===== config.mk =====
export PLATFORM = sky130hd
export DESIGN_NAME = mem_arbiter_flat
export DESIGN_NICKNAME = d
export VERILOG_FILES = /design/src/rtl/mem_arbiter_if.sv /design/src/rtl/mem_arbiter.sv /design/src/flat_wrapper.sv
export SDC_FILE = /design/constraint.sdc
export NUM_CORES = 1
export LEC_CHECK = 0
export ABC_AREA = 1
export ABC_CLOCK_PERIOD_IN_PS = 2300
export CAP_MARGIN = 30
export CORE_ASPECT_RATIO = 1.2
export CORE_MARGIN = 8
export CORE_UTILIZATION = 42
export CTS_BUF_LIST = sky130_fd_sc_hd__clkbuf_16
export DETAILED_ROUTE_END_ITERATION = 6
export PLACE_DENSITY = 0.86
export SLEW_MARGIN = 20
export SYNTH_ARGS = -nofsm -noshare
export SYNTH_HDL_FRONTEND = slang
export SYNTH_SLANG_ARGS = --single-unit

===== constraint.sdc =====
create_clock -name clk -period 2.3 [get_ports clk]
set_clock_uncertainty 0.1 [all_clocks]
set_input_delay 0.23 -clock clk [delete_from_list [all_inputs] [get_ports clk]]
set_output_delay 0.23 -clock clk [all_outputs]
set_load 0.01 [all_outputs]

===== src/rtl/mem_arbiter_if.sv =====
// Bundles the IFU, LSU and memory-side handshake signals of the memory arbiter.
// master = arbiter side, slave = requesters plus memory model side.
`default_nettype none

interface mem_arbiter_if #(
  parameter int AW = 32,
  parameter int DW = 32
);
  logic              ifu_req_valid;
  logic              ifu_req_ready;
  logic [AW-1:0]     ifu_addr;
  logic              ifu_rsp_valid;
  logic              ifu_rsp_err;
  logic [DW-1:0]     ifu_rdata;

  logic              lsu_req_valid;
  logic              lsu_req_ready;
  logic              lsu_wen;
  logic [AW-1:0]     lsu_addr;
  logic [DW-1:0]     lsu_wdata;
  logic [DW/8-1:0]   lsu_wmask;
  logic              lsu_rsp_valid;
  logic              lsu_rsp_err;
  logic [DW-1:0]     lsu_rdata;

  logic              mem_req_valid;
  logic              mem_req_ready;
  logic              mem_wen;
  logic [AW-1:0]     mem_addr;
  logic [DW-1:0]     mem_wdata;
  logic [DW/8-1:0]   mem_wmask;
  logic              mem_rsp_valid;
  logic [DW-1:0]     mem_rdata;

  modport master (
    input  ifu_req_valid, ifu_addr,
    output ifu_req_ready, ifu_rsp_valid, ifu_rsp_err, ifu_rdata,
    input  lsu_req_valid, lsu_wen, lsu_addr, lsu_wdata, lsu_wmask,
    output lsu_req_ready, lsu_rsp_valid, lsu_rsp_err, lsu_rdata,
    output mem_req_valid, mem_wen, mem_addr, mem_wdata, mem_wmask,
    input  mem_req_ready, mem_rsp_valid, mem_rdata
  );

  modport slave (
    output ifu_req_valid, ifu_addr,
    input  ifu_req_ready, ifu_rsp_valid, ifu_rsp_err, ifu_rdata,
    output lsu_req_valid, lsu_wen, lsu_addr, lsu_wdata, lsu_wmask,
    input  lsu_req_ready, lsu_rsp_valid, lsu_rsp_err, lsu_rdata,
    input  mem_req_valid, mem_wen, mem_addr, mem_wdata, mem_wmask,
    output mem_req_ready, mem_rsp_valid, mem_rdata
  );
endinterface

`default_nettype wire


===== src/rtl/mem_arbiter.sv =====
// ---------------------------------------------------------------------------
// mem_arbiter : round-robin IFU/LSU arbiter for one shared memory port,
//               with bounded response wait and timeout error.
// Revision    : 1.0 - initial release
// ---------------------------------------------------------------------------
`default_nettype none

module mem_arbiter #(
  parameter int AW      = 32,
  parameter int DW      = 32,
  parameter int TIMEOUT = 16
) (
  input  logic          clk,
  input  logic          rst,
  mem_arbiter_if.master bus
);

  localparam int MW = DW / 8;
  localparam int CW = (TIMEOUT > 1) ? $clog2(TIMEOUT) : 1;
  localparam logic [CW-1:0] CNT_LAST = (TIMEOUT > 0) ? CW'(TIMEOUT - 1) : '0;

  typedef enum logic [1:0] {
    IDLE  = 2'd0,
    ISSUE = 2'd1,
    WAIT  = 2'd2,
    RESP  = 2'd3
  } state_t;

  state_t          state;
  state_t          state_nxt;

  logic            last_lsu;
  logic            owner_lsu;
  logic            lat_wen;
  logic [AW-1:0]   lat_addr;
  logic [DW-1:0]   lat_wdata;
  logic [MW-1:0]   lat_wmask;
  logic [CW-1:0]   cnt;
  logic            err_q;
  logic [DW-1:0]   ifu_rdata_q;
  logic [DW-1:0]   lsu_rdata_q;

  logic            grant_lsu;
  logic            ifu_ready;
  logic            lsu_ready;
  logic            issue_done;
  logic            rsp_hit;
  logic            to_fire;
  logic            timeout_hit;
  logic            in_resp;

  // On a conflict the requester that did not win last time is chosen.
  assign grant_lsu   = bus.lsu_req_valid && (!bus.ifu_req_valid || !last_lsu);
  assign timeout_hit = (TIMEOUT != 0) && (cnt == CNT_LAST);

  always_ff @(posedge clk or negedge rst) begin
    if (!rst) begin
      state <= IDLE;
    end else begin
      state <= state_nxt;
    end
  end

  always_comb begin
    state_nxt  = state;
    ifu_ready  = 1'b0;
    lsu_ready  = 1'b0;
    issue_done = 1'b0;
    rsp_hit    = 1'b0;
    to_fire    = 1'b0;
    case (state)
      IDLE: begin
        // Ready is combinational here, so it is also masked while reset is held.
        if (rst) begin
          lsu_ready = grant_lsu;
          ifu_ready = bus.ifu_req_valid && !grant_lsu;
          if (lsu_ready || ifu_ready) begin
            state_nxt = ISSUE;
          end
        end
      end
      ISSUE: begin
        if (bus.mem_req_ready) begin
          issue_done = 1'b1;
          state_nxt  = WAIT;
        end
      end
      WAIT: begin
        if (bus.mem_rsp_valid) begin
          rsp_hit   = 1'b1;
          state_nxt = RESP;
        end else if (timeout_hit) begin
          to_fire   = 1'b1;
          state_nxt = RESP;
        end
      end
      RESP: begin
        state_nxt = IDLE;
      end
      default: begin
        state_nxt = IDLE;
      end
    endcase
  end

  always_ff @(posedge clk or negedge rst) begin
    if (!rst) begin
      last_lsu    <= 1'b0;
      owner_lsu   <= 1'b0;
      lat_wen     <= 1'b0;
      lat_addr    <= '0;
      lat_wdata   <= '0;
      lat_wmask   <= '0;
      cnt         <= '0;
      err_q       <= 1'b0;
      ifu_rdata_q <= '0;
      lsu_rdata_q <= '0;
    end else begin
      if (lsu_ready) begin
        owner_lsu <= 1'b1;
        last_lsu  <= 1'b1;
        lat_wen   <= bus.lsu_wen;
        lat_addr  <= bus.lsu_addr;
        lat_wdata <= bus.lsu_wdata;
        lat_wmask <= bus.lsu_wmask;
      end else if (ifu_ready) begin
        owner_lsu <= 1'b0;
        last_lsu  <= 1'b0;
        lat_wen   <= 1'b0;
        lat_addr  <= bus.ifu_addr;
        lat_wdata <= '0;
        lat_wmask <= '0;
      end

      if (issue_done) begin
        cnt <= '0;
      end else if (state == WAIT) begin
        cnt <= cnt + CW'(1);
      end

      // A response arriving in the timeout cycle takes priority over the error.
      if (rsp_hit || to_fire) begin
        err_q <= to_fire;
        if (owner_lsu) begin
          lsu_rdata_q <= rsp_hit ? bus.mem_rdata : '0;
        end else begin
          ifu_rdata_q <= rsp_hit ? bus.mem_rdata : '0;
        end
      end
    end
  end

  assign in_resp = (state == RESP);

  assign bus.ifu_req_ready = ifu_ready;
  assign bus.lsu_req_ready = lsu_ready;

  assign bus.ifu_rsp_valid = in_resp && !owner_lsu;
  assign bus.ifu_rsp_err   = in_resp && !owner_lsu && err_q;
  assign bus.ifu_rdata     = ifu_rdata_q;

  assign bus.lsu_rsp_valid = in_resp && owner_lsu;
  assign bus.lsu_rsp_err   = in_resp && owner_lsu && err_q;
  assign bus.lsu_rdata     = lsu_rdata_q;

  assign bus.mem_req_valid = (state == ISSUE);
  assign bus.mem_wen       = lat_wen;
  assign bus.mem_addr      = lat_addr;
  assign bus.mem_wdata     = lat_wdata;
  assign bus.mem_wmask     = lat_wmask;

endmodule

`default_nettype wire

===== src/flat_wrapper.sv =====
// flat-port wrapper written by rule: the top's interface ports become plain ports
module mem_arbiter_flat 
#(
  parameter int AW      = 32,
  parameter int DW      = 32,
  parameter int TIMEOUT = 16
)
  (clk, rst, bus_ifu_req_valid, bus_ifu_addr, bus_ifu_req_ready, bus_ifu_rsp_valid, bus_ifu_rsp_err, bus_ifu_rdata, bus_lsu_req_valid, bus_lsu_wen, bus_lsu_addr, bus_lsu_wdata, bus_lsu_wmask, bus_lsu_req_ready, bus_lsu_rsp_valid, bus_lsu_rsp_err, bus_lsu_rdata, bus_mem_req_valid, bus_mem_wen, bus_mem_addr, bus_mem_wdata, bus_mem_wmask, bus_mem_req_ready, bus_mem_rsp_valid, bus_mem_rdata);
  mem_arbiter_if #(.AW(AW), .DW(DW)) bus_i ();
  input  logic clk;
  input  logic rst;
  input wire logic [$bits(bus_i.ifu_req_valid)-1:0] bus_ifu_req_valid;
  input wire logic [$bits(bus_i.ifu_addr)-1:0] bus_ifu_addr;
  output wire logic [$bits(bus_i.ifu_req_ready)-1:0] bus_ifu_req_ready;
  output wire logic [$bits(bus_i.ifu_rsp_valid)-1:0] bus_ifu_rsp_valid;
  output wire logic [$bits(bus_i.ifu_rsp_err)-1:0] bus_ifu_rsp_err;
  output wire logic [$bits(bus_i.ifu_rdata)-1:0] bus_ifu_rdata;
  input wire logic [$bits(bus_i.lsu_req_valid)-1:0] bus_lsu_req_valid;
  input wire logic [$bits(bus_i.lsu_wen)-1:0] bus_lsu_wen;
  input wire logic [$bits(bus_i.lsu_addr)-1:0] bus_lsu_addr;
  input wire logic [$bits(bus_i.lsu_wdata)-1:0] bus_lsu_wdata;
  input wire logic [$bits(bus_i.lsu_wmask)-1:0] bus_lsu_wmask;
  output wire logic [$bits(bus_i.lsu_req_ready)-1:0] bus_lsu_req_ready;
  output wire logic [$bits(bus_i.lsu_rsp_valid)-1:0] bus_lsu_rsp_valid;
  output wire logic [$bits(bus_i.lsu_rsp_err)-1:0] bus_lsu_rsp_err;
  output wire logic [$bits(bus_i.lsu_rdata)-1:0] bus_lsu_rdata;
  output wire logic [$bits(bus_i.mem_req_valid)-1:0] bus_mem_req_valid;
  output wire logic [$bits(bus_i.mem_wen)-1:0] bus_mem_wen;
  output wire logic [$bits(bus_i.mem_addr)-1:0] bus_mem_addr;
  output wire logic [$bits(bus_i.mem_wdata)-1:0] bus_mem_wdata;
  output wire logic [$bits(bus_i.mem_wmask)-1:0] bus_mem_wmask;
  input wire logic [$bits(bus_i.mem_req_ready)-1:0] bus_mem_req_ready;
  input wire logic [$bits(bus_i.mem_rsp_valid)-1:0] bus_mem_rsp_valid;
  input wire logic [$bits(bus_i.mem_rdata)-1:0] bus_mem_rdata;
  assign bus_i.ifu_req_valid = bus_ifu_req_valid;
  assign bus_i.ifu_addr = bus_ifu_addr;
  assign bus_ifu_req_ready = bus_i.ifu_req_ready;
  assign bus_ifu_rsp_valid = bus_i.ifu_rsp_valid;
  assign bus_ifu_rsp_err = bus_i.ifu_rsp_err;
  assign bus_ifu_rdata = bus_i.ifu_rdata;
  assign bus_i.lsu_req_valid = bus_lsu_req_valid;
  assign bus_i.lsu_wen = bus_lsu_wen;
  assign bus_i.lsu_addr = bus_lsu_addr;
  assign bus_i.lsu_wdata = bus_lsu_wdata;
  assign bus_i.lsu_wmask = bus_lsu_wmask;
  assign bus_lsu_req_ready = bus_i.lsu_req_ready;
  assign bus_lsu_rsp_valid = bus_i.lsu_rsp_valid;
  assign bus_lsu_rsp_err = bus_i.lsu_rsp_err;
  assign bus_lsu_rdata = bus_i.lsu_rdata;
  assign bus_mem_req_valid = bus_i.mem_req_valid;
  assign bus_mem_wen = bus_i.mem_wen;
  assign bus_mem_addr = bus_i.mem_addr;
  assign bus_mem_wdata = bus_i.mem_wdata;
  assign bus_mem_wmask = bus_i.mem_wmask;
  assign bus_i.mem_req_ready = bus_mem_req_ready;
  assign bus_i.mem_rsp_valid = bus_mem_rsp_valid;
  assign bus_i.mem_rdata = bus_mem_rdata;
  mem_arbiter #(.AW(AW), .DW(DW), .TIMEOUT(TIMEOUT)) u_core (.clk(clk), .rst(rst), .bus(bus_i));
endmodule

# Yosys cells after proc, flatten, opt, wreduce, memory -nomap -nowiden
# Index checks and enable logic that the tools add are counted.
[word_totals]
ff_bits = 141
elab_cells = 67
output_inout_bits = 140
in_bits = 139
[classes]
eq_ne = 8
n_bitwise = 1
reduce_logical = 18
add_sub_neg = 1
muxes = 29
[ops]
columns = ["operator", "count"]
rows = [
  ["$mux W32", 5],
  ["$mux W4", 4],
  ["$mux W1", 14],
  ["$mux W2", 5],
  ["$pmux W2 S4", 1],
  ["$logic_and A1 B1 Y1", 6],
  ["$add A4 B1 Y4 const B", 1],
  ["$eq A2 B2 Y1 const B", 2],
  ["$eq A4 B4 Y1 const B", 1],
  ["$ne A2 B1 Y1 const B", 2],
  ["$reduce_and A2 Y1", 2],
  ["$reduce_and A4 Y1", 1],
  ["$reduce_bool A2 Y1", 2],
  ["$logic_not A1 Y1", 3],
  ["$logic_or A1 B1 Y1", 3],
  ["$ne A3 B2 Y1 const B", 1],
  ["$eq A2 B1 Y1 const B", 1],
  ["$logic_not A2 Y1", 1],
  ["$ne A2 B2 Y1 const B", 1],
  ["$not A1 Y1", 1],
]

# Logic depth before layout (Yosys ltp)
[logic_depth]
depth_word = 9
depth_mapped = 9
mapped_depth_nobuf = 8

# Worst setup path after synthesis
# No wires, ideal clock.
[synth_timing]
kind = "register -> register"
startpoint = "register u_core.state[0]"
endpoint = "register u_core.lat_addr[0] (netlist: u_core.bus.mem_addr[0])"
synth_period_minus_slack_ps = 1657
required_ps = 2083
setup_ps = 117
arrival_time_ps = 1439
path_slack_ps = 643
path_buffers = 2
path_stages_with_launch = 10
cell_sequence = "dfrtp_1 inv_1 ha_1 nand2_1 nor2_4 inv_2 buf_4 buf_6 nand2_1 nand2_1"
[synth_between]
elab_chain_cells = 3
elab_cells_between_ends = 5
cone_classes = "mux (3); reduce/logical (2)"
[synth_rtl]
columns = ["item", "line", "source"]
rows = [
  ["start, declared", "mem_arbiter.sv:29", "state_t state;"],
  ["start signal, assigned", "mem_arbiter.sv:60", "state <= state_nxt;"],
  ["$logic_not A2 Y1 (*)", "mem_arbiter.sv:71", "case (state)"],
  ["$mux W1", "mem_arbiter.sv:71", ""],
  ["$mux W32 or $reduce_bool A2 Y1 (tied branches)", "--", ""],
  ["end signal, assigned", "mem_arbiter.sv:123", "lat_addr <= bus.lsu_addr;"],
  ["end signal, assigned", "mem_arbiter.sv:130", "lat_addr <= bus.ifu_addr;"],
  ["end, declared", "mem_arbiter.sv:35", "logic [AW-1:0] lat_addr;"],
]
# Every way passes the cells marked *; elsewhere a longest branch is shown, timed or not.
# A chain may end at the register's enable or synchronous reset.

# Worst setup path in the final report
[layout_timing]
startpoint = "register u_core.state[1]"
endpoint = "output port bus_ifu_rsp_err"
[layout_between]
elab_chain_cells = 3
[layout_rtl]
columns = ["item", "line", "source"]
rows = [
  ["$eq A2 B2 Y1", "mem_arbiter.sv:153", "assign in_resp = (state == RESP);"],
  ["$logic_and A1 B1 Y1 (2 in series)", "mem_arbiter.sv:159", "assign bus.ifu_rsp_err = in_resp && !owner_lsu && err_q;"],
  ["end, declared", "flat_wrapper.sv:16", "output wire logic [$bits(bus_i.ifu_rsp_err)-1:0] bus_ifu_rsp_err;"],
]
# Every way passes these cells.

==> run_summary.xml <==
<?xml version="1.0" encoding="UTF-8"?>
<metrics>
  <group name="outcome">
    <metric name="status" unit="">completed</metric>
  </group>
  <group name="placement">
    <metric name="buffer_ports.inserted" unit="">278</metric>
    <metric name="gp_congestion" unit="">0.8036</metric>
    <metric name="place_inst" unit="">1298</metric>
    <metric name="dp_hpwl" unit="um">14350</metric>
  </group>
  <group name="floorplanning">
    <metric name="die_y" unit="um">150.3</metric>
    <metric name="boundaryPins" unit="">279</metric>
    <metric name="row_count" unit="">49</metric>
    <metric name="start_util" unit="">0.4258</metric>
    <metric name="core_area" unit="sq mm">0.01484</metric>
    <metric name="fp.dieArea" unit="sq mm">0.01924</metric>
    <metric name="chipWidth" unit="um">128.0</metric>
  </group>
  <group name="logic_synthesis">
    <metric name="synthesis.nets" unit="">985</metric>
    <metric name="synth_enable_flop_cells" unit="">0</metric>
    <metric name="synth.area.top_cells" unit="">sky130_fd_sc_hd__dfrtp_1, sky130_fd_sc_hd__nand2_1, sky130_fd_sc_hd__inv_1, sky130_fd_sc_hd__nand3_1, sky130_fd_sc_hd__nor2_1</metric>
    <metric name="post_synth.cell_area_avg" unit="sq um">7.512</metric>
    <metric name="post_synth_most_frequent_cells" unit="">sky130_fd_sc_hd__nand2_1, sky130_fd_sc_hd__dfrtp_1, sky130_fd_sc_hd__inv_1</metric>
    <metric name="post_synth_top_flop" unit="">sky130_fd_sc_hd__dfrtp_1</metric>
    <metric name="synth_cell_types" unit="">24</metric>
    <metric name="yosysSeqAreaShare" unit="">0.5585</metric>
    <metric name="ys_async_sr_fraction" unit="">1.000</metric>
    <metric name="yosys_register_bits" unit="">141</metric>
    <metric name="yosysWarnings" unit="">0</metric>
    <metric name="yosys.area.top_type" unit="">sky130_fd_sc_hd__dfrtp_1</metric>
    <metric name="synthMostInstantiatedCell" unit="">sky130_fd_sc_hd__nand2_1</metric>
    <metric name="yosysTopAreaCellShare" unit="">0.5585</metric>
    <metric name="number_of_instances_in_the_synthesized_netlist" unit="">841</metric>
    <metric name="synth_area" unit="sq mm">0.006317</metric>
  </group>
  <group name="grt">
    <metric name="grt_max_degree" unit="">143</metric>
    <metric name="grt_first_pass_wirelength" unit="um">31900</metric>
    <metric name="gr-usage-all-layers" unit="">0.2099</metric>
    <metric name="grt-ovfl-total" unit="">0</metric>
    <metric name="initial_antenna_violation_count" unit="">0</metric>
    <metric name="first_global_vias" unit="">6376</metric>
  </group>
  <group name="sta">
    <metric name="finalSetupViolations" unit="">0</metric>
    <metric name="fin_crit_sh" unit="">0.9387</metric>
    <metric name="timing_worst_slew_pin_value" unit="ps">787.5</metric>
    <metric name="hold_viol" unit="">0</metric>
    <metric name="setup_total_negative_slack" unit="ps">0</metric>
    <metric name="maximum_achievable_frequency" unit="GHz">0.4632</metric>
    <metric name="slew_headroom" unit="">0.4750</metric>
    <metric name="min_period" unit="ps">2159</metric>
    <metric name="slew_violations" unit="">0</metric>
    <metric name="grt_setup_unrepaired" unit="">false</metric>
  </group>
  <group name="layout">
    <metric name="fillerInstances" unit="">1206</metric>
    <metric name="nets" unit="">1258</metric>
    <metric name="layout-area-overhead-vs-synth" unit="%">57.83</metric>
    <metric name="instances_no_fill" unit="">1329</metric>
    <metric name="drive_above_1_share" unit="">0.04267</metric>
    <metric name="antenna-diode-count" unit="">0</metric>
  </group>
  <group name="power_and_ir_drop">
    <metric name="leakagePower" unit="nW">5.298</metric>
    <metric name="peak_vdd_ir" unit="uV">557.5</metric>
    <metric name="power_density" unit="mW/mm^2">1230</metric>
  </group>
  <group name="setup_path">
    <metric name="timing.critical_path.from_type" unit="">flop</metric>
    <metric name="critical_path_peak_fanout" unit="">3</metric>
    <metric name="cp.arrival" unit="ps">1830</metric>
    <metric name="timing.critical_path.required" unit="ps">1970</metric>
    <metric name="cp-end-kind" unit="">output port</metric>
    <metric name="crit_type" unit="">reg2out</metric>
  </group>
  <group name="routing">
    <metric name="dr_total_vias" unit="">6145</metric>
    <metric name="detailedRoute.firstIterationViolations" unit="">371</metric>
    <metric name="wl_per_cell" unit="um">14.92</metric>
    <metric name="first_pass_detailed_route_iteration_total" unit="">5</metric>
    <metric name="drt_drc_violations_left" unit="">0</metric>
    <metric name="wirelength" unit="um">19830</metric>
    <metric name="vias_per_cell" unit="">4.624</metric>
    <metric name="number_of_nets_with_antenna_violations_after_detailed_routing" unit="">0</metric>
  </group>
  <group name="run">
    <metric name="maxCapViolCount" unit="">0</metric>
  </group>
  <group name="clock_network">
    <metric name="cts_inserted_buffers" unit="">17</metric>
    <metric name="clock-root-buffer" unit="">sky130_fd_sc_hd__clkbuf_16</metric>
    <metric name="tritoncts" unit="">built</metric>
    <metric name="clock_pin_transition_on_the_worst_setup_and_hold_timing_paths" unit="ps">60</metric>
    <metric name="h-tree-depth" unit="">4</metric>
    <metric name="clk_latency" unit="ps">400</metric>
    <metric name="max-clock-path-buffers" unit="">2</metric>
    <metric name="cts.sink_count" unit="">141</metric>
  </group>
  <group name="min_path">
    <metric name="hold_path.class" unit="">in2reg</metric>
  </group>
</metrics>
==> timing repair <==
action | in CTS | in global routing
pin swaps | 1 | 0
cloned | 0 | 0
gates resized for setup | 2 | 1
setup buffers | 0 | 0
endpoints found under the hold margin | 141 | 0
hold buffers | 1 | 0
endpoints found under the setup margin | 2 | 1
==> worst paths after layout <==
kind	slack [ps]	from	depth (start not counted)	end
worst max-delay path	140	u_core.state[1]	4	bus_ifu_rsp_err
worst min-delay path	250	bus_lsu_wdata[11]	3	u_core.bus.mem_wdata[11]
worst max register to register	330	u_core.state[0]	8	u_core.bus.ifu_rdata[31]
worst min register to register	370	u_core.bus.ifu_rdata[0]	2	u_core.bus.ifu_rdata[0]
max in group asynchronous	1070	rst	3	u_core.bus.mem_wdata[5]
min in group asynchronous	420	rst	3	u_core.bus.ifu_rdata[4]
==> flip-flops by register name (all words and copies together), names as in the netlist <==
signal	flops
u_core.last_lsu	1
u_core.bus.mem_wen	1
u_core.bus.mem_wmask	4
u_core.err_q	1
u_core.bus.mem_addr	32
u_core.cnt	4
u_core.bus.mem_wdata	32
u_core.bus.lsu_rdata	32
u_core.state	2
u_core.bus.ifu_rdata	32
==> kinds of logic after synthesis <==
group / synth area share
and+or+nand+nor: 0.3312
buffers and inverters: 0.09269
DFF: 0.5585
AOI/OAI and AO/OA: 0.007723
adders and majority gates: 0.009903
==> routing by layer <==
metal	track usage	wire length [um]
met5	0	0
met2	0.3547	9749
met1	0.2306	7422
met4	0.09470	670
met3	0.07973	1985
==> through the flow <==
| stage | hold slack [ps] | util | area, sq um | power, W | worst slack [ps] |
|---|---|---|---|---|---|
| 2_1_floorplan | -165.6 | - | 6317 | 0.006311 | 643.2 |
| 6_report | 248.5 | 0.6720 | 9971 | 0.01227 | 140.9 |
| 5_1_grt | 254.9 | 0.6720 | 9971 | 0.01307 | 71.18 |
| 4_1_cts | 230.8 | 0.6719 | 9968 | 0.01243 | 20.61 |
| 3_3_place_gp | 336.1 | 0.6279 | 9316 | 0.009199 | 293.8 |
| 3_5_place_dp | 342.2 | 0.6279 | 9316 | 0.009351 | 282.9 |
==> cells in the final DEF (no fill, tap or decap), types with 2 or more instances in the layout <==
cell type,count
sky130_fd_sc_hd__nand2_1,454
sky130_fd_sc_hd__clkdlybuf4s50_1,275
sky130_fd_sc_hd__dfrtp_1,141
sky130_fd_sc_hd__inv_1,108
sky130_fd_sc_hd__nor2_1,43
sky130_fd_sc_hd__nand3_1,33
sky130_fd_sc_hd__clkbuf_16,17
sky130_fd_sc_hd__buf_4,9
sky130_fd_sc_hd__ha_1,5
sky130_fd_sc_hd__bufinv_16,5
sky130_fd_sc_hd__clkinv_4,4
sky130_fd_sc_hd__nor3_1,3
sky130_fd_sc_hd__nand4_1,3
sky130_fd_sc_hd__buf_12,3
sky130_fd_sc_hd__nor2_4,2
sky130_fd_sc_hd__o21bai_1,2
sky130_fd_sc_hd__o21ai_0,2
sky130_fd_sc_hd__inv_6,2
==> final cells by class <==
type | instances | area, sq um | area share
clock buffer | 17 | 425.4 | 0.04267
sequential | 141 | 3528 | 0.3539
timing repair buffer | 291 | 2923 | 0.2931
tap | 204 | 255.2 | 0.02560
clock inverter | 13 | 215.2 | 0.02158
inverter | 110 | 412.9 | 0.04141
multi-input combinational | 553 | 2211 | 0.2217
==> where the power goes <==
part	switching, W	internal (W)
registers	0.000574	0.00354
logic	0.00256	0.00260
clock network	0.00106	0.00192
==> worst max-delay path, stage by stage, from the launching register on <==
cell and delay (ps):
sky130_fd_sc_hd__dfrtp_1 380, sky130_fd_sc_hd__ha_1 230, sky130_fd_sc_hd__inv_1 90, sky130_fd_sc_hd__nor3_1 170, sky130_fd_sc_hd__clkdlybuf4s50_1 570
Power figures use the tool's default switching activity.
